--- src/rtl/ula_pkg.sv ---
// Shared types and constants for the ULA arbiter slice: datapath widths,
// arbiter FSM states and the logic-mode op_sel encodings.
package ula_pkg;

    localparam int ULA_W = 6;
    localparam int OP_W  = 3;

    typedef enum logic [1:0] {
        IDLE = 2'd0,
        EXEC = 2'd1,
        RESP = 2'd2
    } ula_arb_state_t;

    localparam logic [OP_W-1:0] OP_AND  = 3'b000;
    localparam logic [OP_W-1:0] OP_OR   = 3'b001;
    localparam logic [OP_W-1:0] OP_XOR  = 3'b010;
    localparam logic [OP_W-1:0] OP_NOTA = 3'b011;

    // Modulo-n increment used for the rotating priority pointer.
    function automatic int wrap_inc(input int idx, input int n);
        return (idx + 1 >= n) ? 0 : idx + 1;
    endfunction

endpackage

--- src/rtl/ula_arbiter_if.sv ---
// Request/response bundle between the requesting control blocks (master)
// and the shared-ULA arbiter (slave).
interface ula_arbiter_if
    import ula_pkg::*;
#(
    parameter int NREQ = 2
) ();
    localparam int IDW = $clog2(NREQ);

    logic [NREQ-1:0]       req_valid;
    logic [NREQ-1:0]       req_ready;
    logic [NREQ*ULA_W-1:0] req_a;
    logic [NREQ*ULA_W-1:0] req_b;
    logic [NREQ-1:0]       req_modo;
    logic [NREQ*OP_W-1:0]  req_op_sel;
    logic                  rsp_valid;
    logic                  rsp_ready;
    logic [IDW-1:0]        rsp_id;
    logic [ULA_W-1:0]      rsp_o;
    logic                  rsp_carry;
    logic                  rsp_zero;
    logic                  busy;

    modport master (
        output req_valid, req_a, req_b, req_modo, req_op_sel, rsp_ready,
        input  req_ready, rsp_valid, rsp_id, rsp_o, rsp_carry, rsp_zero, busy
    );

    modport slave (
        input  req_valid, req_a, req_b, req_modo, req_op_sel, rsp_ready,
        output req_ready, rsp_valid, rsp_id, rsp_o, rsp_carry, rsp_zero, busy
    );

endinterface

--- src/rtl/ula.sv ---
// Combinational 6-bit ULA: modo=1 selects bitwise logic ops, modo=0 selects
// arithmetic/shift ops; reset forces a zero result.
module ula
    import ula_pkg::*;
(
    input  logic             reset,
    input  logic [ULA_W-1:0] a,
    input  logic [ULA_W-1:0] b,
    input  logic             modo,
    input  logic [OP_W-1:0]  op_sel,
    output logic [ULA_W-1:0] o,
    output logic             carry_out,
    output logic             zero
);
    // Bit ULA_W carries the arithmetic carry/borrow or the shifted-out bit.
    logic [ULA_W:0] res;

    always_comb begin
        res = '0;
        if (reset) begin
            res = '0;
        end else if (modo) begin
            case (op_sel)
                OP_AND:  res = {1'b0, a & b};
                OP_OR:   res = {1'b0, a | b};
                OP_XOR:  res = {1'b0, a ^ b};
                OP_NOTA: res = {1'b0, ~a};
                3'b100:  res = {1'b0, ~(a & b)};
                3'b101:  res = {1'b0, ~(a | b)};
                3'b110:  res = {1'b0, ~(a ^ b)};
                default: res = {1'b0, ~b};
            endcase
        end else begin
            case (op_sel)
                3'b000:  res = {1'b0, a} + {1'b0, b};
                3'b001:  res = {1'b0, a} - {1'b0, b};
                3'b010:  res = {1'b0, a} + (ULA_W+1)'(1);
                3'b011:  res = {1'b0, a} - (ULA_W+1)'(1);
                3'b100:  res = {a, 1'b0};
                3'b101:  res = {a[0], 1'b0, a[ULA_W-1:1]};
                3'b110:  res = {1'b0, a};
                default: res = {1'b0, b};
            endcase
        end
    end

    assign o         = res[ULA_W-1:0];
    assign carry_out = res[ULA_W];
    assign zero      = (res[ULA_W-1:0] == '0);

endmodule

--- src/rtl/ula_rr_arbiter.sv ---
// Combinational round-robin picker: first set request at or above ptr,
// otherwise the lowest set request (wrap-around).
module ula_rr_arbiter #(
    parameter  int NREQ = 2,
    localparam int IDW  = $clog2(NREQ)
) (
    input  logic [NREQ-1:0] req,
    input  logic [IDW-1:0]  ptr,
    output logic [NREQ-1:0] gnt,
    output logic [IDW-1:0]  gnt_id,
    output logic            any
);
    logic [NREQ-1:0] hi_mask;
    logic [NREQ-1:0] sel;

    generate
        for (genvar gi = 0; gi < NREQ; gi++) begin : g_mask
            assign hi_mask[gi] = req[gi] && (IDW'(gi) >= ptr);
        end
    endgenerate

    assign any = |req;

    always_comb begin
        sel = (|hi_mask) ? hi_mask : req;
        gnt_id = '0;
        for (int i = NREQ - 1; i >= 0; i--) begin
            if (sel[i]) gnt_id = IDW'(i);
        end
        gnt = '0;
        for (int i = 0; i < NREQ; i++) begin
            gnt[i] = any && (gnt_id == IDW'(i));
        end
    end

endmodule

--- src/rtl/ula_arbiter.sv ---
// Shares one ULA among NREQ requesters: round-robin grant in IDLE, operands
// registered into the ULA in EXEC, result held on the response port in RESP.
module ula_arbiter
    import ula_pkg::*;
#(
    parameter  int NREQ = 2,
    localparam int IDW  = $clog2(NREQ)
) (
    input  logic         clk,
    input  logic         reset,
    ula_arbiter_if.slave bus
);
    ula_arb_state_t   state_q;
    logic [IDW-1:0]   ptr_q;
    logic [IDW-1:0]   ptr_d;
    logic [IDW-1:0]   id_q;
    logic [ULA_W-1:0] op_a_q;
    logic [ULA_W-1:0] op_b_q;
    logic             op_modo_q;
    logic [OP_W-1:0]  op_sel_q;
    logic             rsp_valid_q;
    logic [ULA_W-1:0] rsp_o_q;
    logic             rsp_carry_q;
    logic             rsp_zero_q;
    logic             busy_q;

    logic [NREQ-1:0]  gnt;
    logic [IDW-1:0]   gnt_id;
    logic             any_req;
    logic [ULA_W-1:0] ula_o;
    logic             ula_carry;
    logic             ula_zero;

    logic [ULA_W-1:0] a_arr   [NREQ];
    logic [ULA_W-1:0] b_arr   [NREQ];
    logic [OP_W-1:0]  op_arr  [NREQ];

    generate
        for (genvar gi = 0; gi < NREQ; gi++) begin : g_unpack
            assign a_arr[gi]  = bus.req_a[gi*ULA_W +: ULA_W];
            assign b_arr[gi]  = bus.req_b[gi*ULA_W +: ULA_W];
            assign op_arr[gi] = bus.req_op_sel[gi*OP_W +: OP_W];
        end
    endgenerate

    ula_rr_arbiter #(.NREQ(NREQ)) u_rr (
        .req    (bus.req_valid),
        .ptr    (ptr_q),
        .gnt    (gnt),
        .gnt_id (gnt_id),
        .any    (any_req)
    );

    ula u_ula (
        .reset     (reset),
        .a         (op_a_q),
        .b         (op_b_q),
        .modo      (op_modo_q),
        .op_sel    (op_sel_q),
        .o         (ula_o),
        .carry_out (ula_carry),
        .zero      (ula_zero)
    );

    assign ptr_d = IDW'(wrap_inc(int'(gnt_id), NREQ));

    // Grant is only offered in IDLE, so at most one operation is ever in flight.
    assign bus.req_ready = (state_q == IDLE && !reset) ? gnt : '0;

    always_ff @(posedge clk) begin
        if (reset) begin
            state_q     <= IDLE;
            ptr_q       <= '0;
            id_q        <= '0;
            op_a_q      <= '0;
            op_b_q      <= '0;
            op_modo_q   <= 1'b0;
            op_sel_q    <= '0;
            rsp_valid_q <= 1'b0;
            rsp_o_q     <= '0;
            rsp_carry_q <= 1'b0;
            rsp_zero_q  <= 1'b0;
            busy_q      <= 1'b0;
        end else begin
            case (state_q)
                IDLE: begin
                    if (any_req) begin
                        op_a_q    <= a_arr[gnt_id];
                        op_b_q    <= b_arr[gnt_id];
                        op_modo_q <= bus.req_modo[gnt_id];
                        op_sel_q  <= op_arr[gnt_id];
                        id_q      <= gnt_id;
                        ptr_q     <= ptr_d;
                        busy_q    <= 1'b1;
                        state_q   <= EXEC;
                    end
                end
                EXEC: begin
                    rsp_o_q     <= ula_o;
                    rsp_carry_q <= ula_carry;
                    rsp_zero_q  <= ula_zero;
                    rsp_valid_q <= 1'b1;
                    state_q     <= RESP;
                end
                RESP: begin
                    if (bus.rsp_ready) begin
                        rsp_valid_q <= 1'b0;
                        busy_q      <= 1'b0;
                        state_q     <= IDLE;
                    end
                end
                default: begin
                    busy_q  <= 1'b0;
                    state_q <= IDLE;
                end
            endcase
        end
    end

    assign bus.rsp_valid = rsp_valid_q;
    assign bus.rsp_id    = id_q;
    assign bus.rsp_o     = rsp_o_q;
    assign bus.rsp_carry = rsp_carry_q;
    assign bus.rsp_zero  = rsp_zero_q;
    assign bus.busy      = busy_q;

endmodule

--- src/flat_wrapper.sv ---
// flat-port wrapper written by rule: the top's interface ports become plain ports
module ula_arbiter_flat import ula_pkg::*;
#(
    parameter  int NREQ = 2,
    localparam int IDW  = $clog2(NREQ)
)
  (clk, reset, bus_req_valid, bus_req_a, bus_req_b, bus_req_modo, bus_req_op_sel, bus_rsp_ready, bus_req_ready, bus_rsp_valid, bus_rsp_id, bus_rsp_o, bus_rsp_carry, bus_rsp_zero, bus_busy);
  ula_arbiter_if #(.NREQ(NREQ)) bus_i ();
  input  logic clk;
  input  logic reset;
  input wire logic [$bits(bus_i.req_valid)-1:0] bus_req_valid;
  input wire logic [$bits(bus_i.req_a)-1:0] bus_req_a;
  input wire logic [$bits(bus_i.req_b)-1:0] bus_req_b;
  input wire logic [$bits(bus_i.req_modo)-1:0] bus_req_modo;
  input wire logic [$bits(bus_i.req_op_sel)-1:0] bus_req_op_sel;
  input wire logic [$bits(bus_i.rsp_ready)-1:0] bus_rsp_ready;
  output wire logic [$bits(bus_i.req_ready)-1:0] bus_req_ready;
  output wire logic [$bits(bus_i.rsp_valid)-1:0] bus_rsp_valid;
  output wire logic [$bits(bus_i.rsp_id)-1:0] bus_rsp_id;
  output wire logic [$bits(bus_i.rsp_o)-1:0] bus_rsp_o;
  output wire logic [$bits(bus_i.rsp_carry)-1:0] bus_rsp_carry;
  output wire logic [$bits(bus_i.rsp_zero)-1:0] bus_rsp_zero;
  output wire logic [$bits(bus_i.busy)-1:0] bus_busy;
  assign bus_i.req_valid = bus_req_valid;
  assign bus_i.req_a = bus_req_a;
  assign bus_i.req_b = bus_req_b;
  assign bus_i.req_modo = bus_req_modo;
  assign bus_i.req_op_sel = bus_req_op_sel;
  assign bus_i.rsp_ready = bus_rsp_ready;
  assign bus_req_ready = bus_i.req_ready;
  assign bus_rsp_valid = bus_i.rsp_valid;
  assign bus_rsp_id = bus_i.rsp_id;
  assign bus_rsp_o = bus_i.rsp_o;
  assign bus_rsp_carry = bus_i.rsp_carry;
  assign bus_rsp_zero = bus_i.rsp_zero;
  assign bus_busy = bus_i.busy;
  ula_arbiter #(.NREQ(NREQ)) u_core (.clk(clk), .reset(reset), .bus(bus_i));
endmodule
--- config.mk ---
export PLATFORM = sky130hd
export DESIGN_NAME = ula_arbiter_flat
export DESIGN_NICKNAME = d
export VERILOG_FILES = /design/src/rtl/ula_pkg.sv /design/src/rtl/ula_arbiter_if.sv /design/src/rtl/ula.sv /design/src/rtl/ula_rr_arbiter.sv /design/src/rtl/ula_arbiter.sv /design/src/flat_wrapper.sv
export SDC_FILE = /design/constraint.sdc
export NUM_CORES = 1
export LEC_CHECK = 0
export BUFFER_PORTS_ARGS = -buffer_cell sky130_fd_sc_hd__buf_2
export CORE_MARGIN = 2
export CORE_UTILIZATION = 30
export CTS_CLUSTER_SIZE = 14
export DETAILED_ROUTE_END_ITERATION = 8
export GPL_TIMING_DRIVEN = 0
export PLACE_DENSITY = 0.57
export SKIP_LAST_GASP = 1
export SYNTH_ARGS = -nofsm -noshare
export SYNTH_HDL_FRONTEND = slang
export SYNTH_SLANG_ARGS = --single-unit
--- constraint.sdc ---
create_clock -name clk -period 4 [get_ports clk]
set_input_delay 0.2 -clock clk [delete_from_list [all_inputs] [get_ports clk]]
set_output_delay 0.2 -clock clk [all_outputs]
set_load 0.01 [all_outputs]
Word level (Yosys, flattened, before mapping). Index checks and enable logic that the tools add are counted.

Input port bits: 37. Word-level logic and storage cells: 86. Output and inout bits: 13. Register bits: 30.

$lt $le $gt $ge: 5. Bitwise logic cells: 11. Reduce and logical (&&, ||, !) cells: 16. $add $sub $neg: 5. Eq/ne operators: 10. Multiplexer cells: 27.

Operator list (number): case mux 7 bit (7 select lines) (1); case mux 6 bit (7 select lines) (1); 2-to-1 mux 6 bit (6); inverter 6 bit (5); 2-to-1 mux 7 bit (2); == test 3 bit (second input constant) (3); 2-to-1 mux 3 bit (3); 2-to-1 mux 2 bit (4); adder 6 x 1 -> 7 bit (second input constant) (1); adder 6 x 6 -> 7 bit (1); 2-to-1 mux 1 bit (7); subtractor 6 x 1 -> 7 bit (second input constant) (1); subtractor 6 x 6 -> 7 bit (1); AND 6 bit (1); == test 3 x 2 -> 1 bit (second input constant) (2); logical NOT 6 bit (1); bitwise OR 6 bit (1); case mux 2 bit (3 select lines) (1); AND reduction 2 bit (3); XOR 6 bit (1); logical AND 1 bit (5); greater-or-equal comparator 2 bit (second input constant) (2); inequality test 2 bit (second input constant) (2); OR reduction 2 bit (2); other kinds (15) (17).

Logic depth before layout (Yosys ltp).
Word-level depth: 10. Gate-level depth with buffers: 15. Gate-level depth less buffers: 13.

Cells and area by module. Synthesis repeated with hierarchy kept, for this count alone.

Cells, all modules: 326. Area total of the unflattened synthesis: 2748.9 um^2.

By module, submodules not included: ula (cells each 184, sequential area each 0.0 um^2, area each 1376.3 um^2, instances 1); ula_arbiter (cells each 137, sequential area each 600.6 um^2, area each 1340.0 um^2, instances 1); ula_rr_arbiter (cells each 5, sequential area each 0.0 um^2, area each 32.5 um^2, instances 1).

Worst setup path after synthesis. OpenSTA, ideal clock, no wires.

Path kind: reg-to-reg. Start point: reg u_core.op_sel_q[0]. End point: reg u_core.rsp_o_q[5] (netlist: u_core.bus.rsp_o[5]). Required time: 3.855 ns. Library setup time: 0.145 ns. Arrival time: 2.777 ns. Buffers on the path: 3. Cell stages (with the launch flop): 14. Clock period less this slack: 2.922 ns. Setup slack: 1.078 ns. Cells stage by stage: dfxtp_1 clkbuf_1 buf_2 buf_2 nor2_1 nor2_1 nor3_1 a311o_1 ha_1 or4_1 nor2_1 a41oi_1 a22oi_1 a211oi_1.

Longest elaborated chain between the ends: 4. Elaborated cells on any way between the ends: 11. Those cells by class: eq/ne (6); mux (4); reduce/logical (1).

RTL lines: start: declaration (line ula_arbiter.sv:20) `logic [OP_W-1:0] op_sel_q;`; start signal: assignment (line ula_arbiter.sv:91) `op_sel_q <= op_arr[gnt_id];`; == test 3 bit, or another cell as far along (line ula.sv:23, ula.sv:34); case mux 7 bit (7 select lines) / case mux 6 bit (7 select lines) (equally long branches) (line ula.sv:34, ula.sv:23); 2-to-1 mux 7 bit * (line ula.sv:22) `end else if (modo) begin`; 2-to-1 mux 7 bit * (line ula.sv:20) `if (reset) begin`; end signal: assignment (line ula_arbiter.sv:99) `rsp_o_q <= ula_o;`; end: declaration (line ula_arbiter.sv:22) `logic [ULA_W-1:0] rsp_o_q;`.

Every way passes the cells marked *; elsewhere a longest branch is shown, timed or not. A chain may end at the register's enable or synchronous reset.

Worst setup path after layout. Same ends and word-level chain as after synthesis.

==> run summary <==
Outcome - completed
Starting Density - 0.312
WHS Endpoint - u_core.op_a_q[1]$_SDFFE_PP0P_
Core box area - 0.00781 mm²
Initial DRC Count - 129
Hold path cells - 3
Final Net Count - 424
Layout cell share with drive strength beyond 1 - 0.193
Final slew viol count - 0
Pwr/cell area - 412 mW/mm²
Final min period - 3.56 ns
Synthesis-to-finish area growth - 19.8%
Syn nets - 368
Max Buffers Root-to-Sink - 2
Gp weighted congestion - 0.893
First-pass detailed-route iteration total - 5
Setup bufs post-CTS - 0
Mapped Cells - 311
H-tree depth - 2
NetSw - 466 µW
Sequential share of the synthesized area - 0.247
Count leader, synth - dfxtp_1
Worst VDD drop - 231 µV
# Max-Cap Violations - 0
Cell taking the most area after synthesis - dfxtp_1
# fillers - 844
Yosys warns - 0
Commonest cells in the netlist - 30 x dfxtp_1, 27 x nor2_1, 24 x nand2_1, 21 x mux2i_1
Synth async-reset ratio - 0
Pleak - 0.00125 µW
Hold path startpoint - bus_req_a[1]
Worst r2r src - u_core.op_sel_q[0]$_SDFFE_PP0P_
Min-delay worst type - in2reg
Antenna-violating nets left - 0
Tot GR Track Use - 0.169
Startpoint Class - register
Gr ovfl total - 0
Cell Rows - 32
Number of distinct library cells after synthesis - 50
Register area - 601 µm²
Worst-skew pair later-pin latency - 0.28 ns
Period utilisation layout - 0.890
Vias per cell - 5.24
Worst setup EP type - register
Vias in the first global route - 2295
Die footprint - 0.00885 mm²
Clock power share - 0.243
Crit path DAT - 3.69 ns
Final clock skew - 0.00684 ns
Multi-input gate area - 0.00166 mm²
Num CTS Buffers - 5
CP required - 4.13 ns
WS Path Type - reg2reg
Max frequency - 281 MHz
Comb power frac - 0.442
Yosys reg bits - 30
Via count - 2464
Post-synth top area share - 0.247
Unrepaired setup endpoints after global routing - no
R2R depth - 13
Non-Filler Instances - 470
First-pass GRT wire length - 11900 µm
Reg-to-reg slack, setup - 0.44 ns
Minimum hold slack - 0.146 ns
TritonCTS clock tree - built
Critical path peak fanout - 10
Drt total wl - 7090 µm
Final hold violations - 0
Flop pwr share - 0.314
Post-Syn Area - 0.00243 mm²
Synth Area per Inst - 7.83 µm²
Input/output buffers - 49
RR Endpoint - u_core.bus.rsp_o[5]$_SDFFE_PP0P_
Internal Power - 735 µW
Post-route setup TNS - 0 ns
EDFF count, synth - 0
Post-CTS Hold Fix Bufs - 0
CTS resizes - 0
Largest net degree at the start of global routing - 11
Dpl hpwl - 5520 µm
Worst-Margin Slew - 1.02 ns
Initial antenna violation count - 0
Diode count - 0
Final Power - 1200 µW
Clk slew on worst S/H paths - 0.06 ns
Top FF cell, synth - dfxtp_1
Synth area leaders - dfxtp_1 25%, ha_1 9.8%, mux2i_1 8.6%, nor2_1 4.2%, o21ai_0 3.7%
CTS root buf - clkbuf_8
Post-placement cell count - 462
Net Sw Frac - 0.388
Worst rel slew slack - 0.316
Die W - 94.1 µm
Die H - 94.1 µm
# clock sinks - 30
Top Ports - 50
Residual DRC - 0
Final setup viols - 0
WL per Instance - 15.1 µm
through the flow:
stage          setup slack [ns]   util  instance area (µm²)
6_report                  0.439  0.373                 2920
5_1_grt                   0.113  0.373                 2920
3_5_place_dp              0.487  0.359                 2810
3_3_place_gp              0.489  0.359                 2810
2_1_floorplan              1.08      -                 2430
4_1_cts                   0.446  0.373                 2920
final cells by class:
class | instances | share of cell area
Multi-Input combinational cell | 238 | 0.568
Sequential cell | 30 | 0.206
Timing Repair Buffer | 49 | 0.0841
Tap cell | 102 | 0.0438
Buffer | 23 | 0.0352
Inverter | 20 | 0.0258
Clock buffer | 5 | 0.0236
Clock inverter | 3 | 0.0137
how the worst max path moves through the flow:
stage | startpoint | endpoint | slack [ns] | cells past startpoint
3_3_place_gp | u_core.op_sel_q[0]$_SDFFE_PP0P_ | u_core.bus.rsp_o[5]$_SDFFE_PP0P_ | 0.49 | 13
5_1_grt | u_core.op_sel_q[0]$_SDFFE_PP0P_ | u_core.bus.rsp_o[5]$_SDFFE_PP0P_ | 0.11 | 13
6_report | u_core.op_sel_q[0]$_SDFFE_PP0P_ | u_core.bus.rsp_o[5]$_SDFFE_PP0P_ | 0.44 | 13
2_1_floorplan | u_core.op_sel_q[0]$_SDFFE_PP0P_ | u_core.bus.rsp_o[5]$_SDFFE_PP0P_ | 1.08 | 13
4_1_cts | u_core.op_sel_q[0]$_SDFFE_PP0P_ | u_core.bus.rsp_o[5]$_SDFFE_PP0P_ | 0.45 | 13
3_5_place_dp | u_core.op_sel_q[0]$_SDFFE_PP0P_ | u_core.bus.rsp_o[5]$_SDFFE_PP0P_ | 0.49 | 13
worst max-delay path, stage by stage, from the launching register on:
cell      delay, ns
dfxtp_1        0.31
clkbuf_1       0.34
buf_2          0.32
buf_2          0.28
nor2_1         0.07
nor2_1         0.25
nor3_1         0.08
a311o_1        0.33
ha_1           0.34
or4_1          0.51
nor2_1         0.11
a41oi_1        0.07
a22oi_1        0.29
a211oi_1       0.12
per-layer routing:
metal | share of wire | vias up | track usage
met5 | 0 | - | 0
met4 | 0.022 | 0 | 0.0568
met3 | 0.049 | 11 | 0.0152
met2 | 0.46 | 75 | 0.276
met1 | 0.47 | 1123 | 0.232
li1 | - | 1255 | -
placed cells by master, fill, tap and decap left out, types with 8 or more instances in the layout:
cell	n
buf_2	56
dfxtp_1	30
nor2_1	27
nand2_1	24
mux2i_1	21
inv_1	19
ha_1	19
o21ai_0	18
a21oi_1	14
a22oi_1	12
clkbuf_1	11
a31oi_1	9
nand2b_1	8
power groups by stage:
stage          Combinational (µW)  Clock (µW)  Sequential [µW]
3_5_place_dp                  518           0              384
6_report                      531         292              377
5_1_grt                       593         311              383
2_1_floorplan                 373           0              373
3_3_place_gp                  514           0              382
4_1_cts                       524         302              377
flip-flops by register name, summed over array words and instances (netlist names):
signal                count
u_core.bus.rsp_id         1
u_core.bus.rsp_valid      1
u_core.bus.rsp_carry      1
u_core.bus.busy           1
u_core.op_sel_q           3
u_core.op_a_q             6
u_core.state_q            2
u_core.bus.rsp_zero       1
u_core.op_b_q             6
u_core.op_modo_q          1
u_core.bus.rsp_o          6
u_core.ptr_q              1
cells by family (layout without fill, tap and decap cells):
| logic type | Yosys count | in the layout | synth area share |
|---|---|---|---|
| fa+ha+maj | 20 | 20 | 0.106 |
| compound gates | 99 | 99 | 0.276 |
| simple gates | 91 | 91 | 0.179 |
| mux | 24 | 24 | 0.105 |
| xor+xnor | 4 | 4 | 0.0144 |
| buf+inv | 43 | 100 | 0.0730 |
| flops | 30 | 30 | 0.247 |
Note: power is estimated with default switching activity, not from simulation.
